==> src/rtl/rv32_pkg.sv <==
// Shared definitions for the nano_rv32i register file family:
// default data width, the hard-wired zero index and the clear-sequencer states.
package rv32_pkg;

  localparam int XLEN_DEF = 32;
  localparam int REG_ZERO = 0;

  typedef enum logic [0:0] {
    IDLE  = 1'b0,
    CLEAR = 1'b1
  } clr_state_e;

endpackage

==> src/rtl/regfile_scoreboard.sv <==
// Per-register pending-write bits with set/clear priority and one lookup per read port.
// A same-cycle issue to the index being retired wins, since it belongs to a younger instruction.
module regfile_scoreboard
  import rv32_pkg::*;
#(
  parameter  int NREGS = 32,
  parameter  int NRP   = 2,
  localparam int AW    = $clog2(NREGS)
) (
  input  logic              clk_i,
  input  logic              rst_i,
  input  logic              clr_en_i,
  input  logic [AW-1:0]     clr_idx_i,
  input  logic              wr_en_i,
  input  logic [AW-1:0]     wr_idx_i,
  input  logic              iss_en_i,
  input  logic [AW-1:0]     iss_idx_i,
  input  logic [NRP*AW-1:0] rs_i,
  output logic [NRP-1:0]    pend_o
);

  logic [NREGS-1:0] pend_q, pend_d;

  always_comb begin
    pend_d = pend_q;
    if (clr_en_i) pend_d[clr_idx_i] = 1'b0;
    if (wr_en_i)  pend_d[wr_idx_i]  = 1'b0;
    if (iss_en_i && iss_idx_i != AW'(REG_ZERO)) pend_d[iss_idx_i] = 1'b1;
    pend_d[REG_ZERO] = 1'b0;
  end

  always_ff @(posedge clk_i or posedge rst_i) begin
    if (rst_i) pend_q <= '0;
    else       pend_q <= pend_d;
  end

  for (genvar k = 0; k < NRP; k++) begin : g_lookup
    assign pend_o[k] = pend_q[rs_i[k*AW +: AW]];
  end

endmodule

==> src/rtl/regfile_mp.sv <==
// Multi-read-port register file with optional write bypass, pending-write scoreboard
// and a soft clear sequencer that zeroes x1..x(NREGS-1) one register per cycle.
module regfile_mp
  import rv32_pkg::*;
#(
  parameter  int XLEN   = XLEN_DEF,
  parameter  int NREGS  = 32,
  parameter  int NRP    = 2,
  parameter  int BYPASS = 1,
  localparam int AW     = $clog2(NREGS)
) (
  input  logic                clk_i,
  input  logic                rst_i,
  input  logic                clear_i,
  output logic                busy_o,
  input  logic [NRP*AW-1:0]   rs_i,
  output logic [NRP*XLEN-1:0] rs_data_o,
  output logic [NRP-1:0]      rs_pending_o,
  input  logic                reg_write_i,
  input  logic [AW-1:0]       rd_i,
  input  logic [XLEN-1:0]     write_data_i,
  input  logic                issue_en_i,
  input  logic [AW-1:0]       issue_rd_i
);

  clr_state_e                 state_q, state_d;
  logic [AW-1:0]              idx_q, idx_d;
  logic                       busy_q, busy_d;
  logic [NREGS-1:0][XLEN-1:0] regs_q, regs_d;
  logic [NRP-1:0]             sb_pend;
  logic                       clearing, wr_fire;

  assign clearing = (state_q == CLEAR);
  assign wr_fire  = reg_write_i && !clearing && (rd_i != AW'(REG_ZERO));
  assign busy_o   = busy_q;

  // Clear sequencer: walks idx from 1 to NREGS-1, ignores further clear_i pulses.
  always_comb begin
    state_d = state_q;
    idx_d   = idx_q;
    busy_d  = busy_q;
    case (state_q)
      IDLE: if (clear_i) begin
        state_d = CLEAR;
        idx_d   = AW'(1);
        busy_d  = 1'b1;
      end
      CLEAR: begin
        idx_d = idx_q + AW'(1);
        if (idx_q == AW'(NREGS-1)) begin
          state_d = IDLE;
          idx_d   = '0;
          busy_d  = 1'b0;
        end
      end
      default: begin
        state_d = IDLE;
        busy_d  = 1'b0;
      end
    endcase
  end

  always_comb begin
    regs_d = regs_q;
    if (clearing)     regs_d[idx_q] = '0;
    else if (wr_fire) regs_d[rd_i]  = write_data_i;
  end

  always_ff @(posedge clk_i or posedge rst_i) begin
    if (rst_i) begin
      state_q <= IDLE;
      idx_q   <= '0;
      busy_q  <= 1'b0;
      regs_q  <= '0;
    end else begin
      state_q <= state_d;
      idx_q   <= idx_d;
      busy_q  <= busy_d;
      regs_q  <= regs_d;
    end
  end

  regfile_scoreboard #(.NREGS(NREGS), .NRP(NRP)) u_sb (
    .clk_i     (clk_i),
    .rst_i     (rst_i),
    .clr_en_i  (clearing),
    .clr_idx_i (idx_q),
    .wr_en_i   (reg_write_i && !clearing),
    .wr_idx_i  (rd_i),
    .iss_en_i  (issue_en_i && !clearing),
    .iss_idx_i (issue_rd_i),
    .rs_i      (rs_i),
    .pend_o    (sb_pend)
  );

  // Reads are masked to zero while clearing so consumers never see half-cleared state.
  for (genvar k = 0; k < NRP; k++) begin : g_rd
    logic [AW-1:0] rs;
    logic          kill, byp;
    assign rs   = rs_i[k*AW +: AW];
    assign kill = clearing || (rs == AW'(REG_ZERO));
    assign byp  = (BYPASS != 0) && wr_fire && (rd_i == rs);
    assign rs_data_o[k*XLEN +: XLEN] = kill ? '0 : (byp ? write_data_i : regs_q[rs]);
    assign rs_pending_o[k]           = !kill && !byp && sb_pend[k];
  end

endmodule

==> config.mk <==
export PLATFORM = sky130hd
export DESIGN_NAME = regfile_mp
export DESIGN_NICKNAME = d
export VERILOG_FILES = /design/src/rtl/rv32_pkg.sv /design/src/rtl/regfile_scoreboard.sv /design/src/rtl/regfile_mp.sv
export SDC_FILE = /design/constraint.sdc
export NUM_CORES = 2
export LEC_CHECK = 0
export CAP_MARGIN = 20
export CORE_MARGIN = 2
export CORE_UTILIZATION = 55
export DETAILED_ROUTE_END_ITERATION = 16
export GPL_TIMING_DRIVEN = 1
export HOLD_SLACK_MARGIN = 0.15
export PLACE_DENSITY = 0.69
export SYNTH_ARGS = -nofsm -noshare
export SYNTH_HDL_FRONTEND = slang
export SYNTH_SLANG_ARGS = --single-unit
export TNS_END_PERCENT = 20
==> constraint.sdc <==
create_clock -name clk_i -period 117.3 [get_ports clk_i]
set_input_delay 23.46 -clock clk_i [delete_from_list [all_inputs] [get_ports clk_i]]
set_output_delay 23.46 -clock clk_i [all_outputs]
set_load 0.02 [all_outputs]
==> flow_summary.yaml <==
synthesis:
  synthMuxAreaShare: 0.257
  synth_edf_count: 0
  synth.avg_cell_area_um2: 10.8
  syn_area_mm2: 0.0628
  syn_inst: 5807
  synthXorXnorAreaFrac: 0.00167
  ys_top_cells_by_area: "dfrtp_1 42%, mux2i_1 13%, mux4_2 13%"
  synth-compound-area-share: 0.186
  synthSimpleGateAreaFrac: 0.0793
  synth_top_family_by_area: "multiplexers"
  synthFlopType: "dfrtp_1"
  synth_top_cell_by_area: "dfrtp_1"
  yosysSeqAreaShare: 0.423
  ys_async_sr_fraction: 1.00
  ys_warn_count: 0
  synth_nets: 5869
  synth_top_area_share: 0.423
  yosys_register_bits: 1062
  synthAdderAreaFrac: 0.000995
  ys_types: 58
critical_path:
  r2r-start: "clearing"
  cp.required_ps: 93840
  path_class: "primary input to primary output"
  worstPathMaxFanout: 94
  end_kind: "primary output"
  worst_ep_arrival_time_ps: 29130
  cp-start-kind: "primary input"
  crit_start: "rs_i[5]"
pwr:
  ir_drop_mv: 0.0268
  power_w: 0.00154
  power.leakage_nw: 26.9
  power_density_mw_per_mm2: 22.5
final_layout:
  multi_input_area_mm2: 0.0334
  area_delta_synth_final_pct: 9.18
  layout.nets: 5584
  final-seq-area_mm2: 0.0266
  drive_gt1_frac: 0.145
  layout_commonest_cell: "dfrtp_1"
  final_cell_mix: "1061 x dfrtp_1, 824 x mux2i_1, 648 x nor2_1"
  fin_util: 0.603
  fill_cells: 9246
sta:
  fin_worst_skew_ps: 20.8
  setup_viol: 0
  slew-limit-headroom: 0.156
  post-route-min-period_ps: 52590
  rsz0062_at_grt: "no"
  max_freq_mhz: 19.0
  fin_tns_setup_ps: 0
  hold_viol: 0
  tightest_slew_ps: 1250
  period_share: 0.448
  slew_viol_final: 0
global_routing:
  grt_pass1_wl_um: 350000
  overflow: 0
  antenna_found_initial: 6
  grt_max_degree: 179
  track_usage: 0.406
  grt_pass1_vias: 51200
drt:
  wl_um: 239000
  route.met2.wl_um: 101000
  route.met3.wl_um: 30600
  wl_met1_um: 87800
  dr.pass1.iters: 6
  route.vias.total: 52900
  drc: 0
  drtIter0Drc: 7723
  highest_layer: "met5"
  wl_per_cell_um: 33.4
  routed_via_density: 7.41
  ant_nets: 0
clocking:
  clock_latency_ps: 740
  cts_buffers: 114
  post_cts_buffers: 0
  root_buffer: "clkbuf_16"
  ctsResizeCount: 0
  h-tree-depth: 3
  clk_pin_slew_worst_paths_ps: 60
  cts_tree: "built"
  hold_buffers: 0
  clkSinkCount: 1062
  cts.path.max_buffers: 3
placement:
  gp_congestion: 0.964
  io_buffers: 123
  dp_hpwl_um: 136000
die:
  start_util: 0.552
  die_y_um: 342
  die_x_um: 342
  io_pins: 124
  dieArea_mm2: 0.117
  core_area_mm2: 0.114
  fp-row-count: 124
min_path:
  hp-start: "regs_q[22]"
  min_path_type: "flop to flop"
run:
  max-cap-violations: 0
run_status:
  outcome: "completed"
==> power by group <==
part | switching (W) | internal, W
clock | 0.000162 | 0.000231
combinational | 0.000304 | 0.000232
sequential | 0.000124 | 0.000492
total | 0.000590 | 0.000955
==> through the flow <==
stage                     instance area (µm²)  cells  hold slack [ps]  setup WS, ps
after floorplan                         62800   5807              467         63950
after global placement                  64500   6914              485         65030
after detailed placement                64500   6916              493         64930
after CTS                               68600   7129              510         64920
after global routing                    68600   7131              523         64550
final                                   68600   7136              512         64710
==> metal layers <==
metal | global-route usage | vias up
li1 | - | 21600
met1 | 0.534 | 26300
met2 | 0.581 | 3946
met3 | 0.120 | 976
met4 | 0.276 | 6
met5 | 0 | -
==> area by class of cell <==
| type | instances | area share |
|---|---|---|
| multi-input cells | 4035 | 0.487 |
| well taps | 1512 | 0.0276 |
| clock inverters | 56 | 0.0112 |
| inverters | 10 | 0.000675 |
| repair buffers | 299 | 0.0386 |
| flip-flops and latches | 1062 | 0.387 |
| clock buffers | 157 | 0.0473 |
| diodes | 5 | 0.000182 |
==> cell usage after synthesis (45+ instances only) <==
master        n
a211oi_1    545
nand2_1     374
o21ai_1     125
mux4_2      349
a21oi_1      45
mux2i_1     824
o211ai_1     61
o2bb2ai_1   192
buf_4        68
and2_1       53
clkbuf_1    421
o21ai_0      81
a221oi_1    156
buf_1        72
a22oi_1     119
nor2_1      699
buf_2       114
dfrtp_1    1062
o22ai_1     230
==> final timing paths <==
| path | slack, ps | endpoint | depth (start not counted) |
|---|---|---|---|
| max | 64710 | rs_data_o[47] | 11 |
| min | 510 | regs_q[22] | 1 |
| max reg2reg | 113150 | u_sb.pend_q[5] | 7 |
| min reg2reg | 510 | regs_q[22] | 1 |
| max in group asynchronous | 91020 | regs_q[664] | 5 |
| min in group asynchronous | 23270 | regs_q[809] | 2 |
==> flip-flops by register name (all words and copies together), names as in the netlist <==
register and cells:
clearing 1, u_sb.pend_q 31, idx_q 5, busy_o 1
regs_q 1024
==> cells by family after synthesis <==
family	after synthesis
compound gates	1613
fa+ha+maj	5
simple gates	1230
buf+inv	710
mux	1175
xor+xnor	12
flops	1062
==> worst max-delay path, stage by stage <==
cell             delay [ps]
buf_8                   430
buf_12                  670
buf_4                   890
buf_4                  1010
mux2i_1                 190
a221oi_1                430
nor2_1                  100
o211ai_1                350
o21ai_1                 130
o21ai_1                 560
clkdlybuf4s50_1         730
Power figures use the tool's default switching activity.
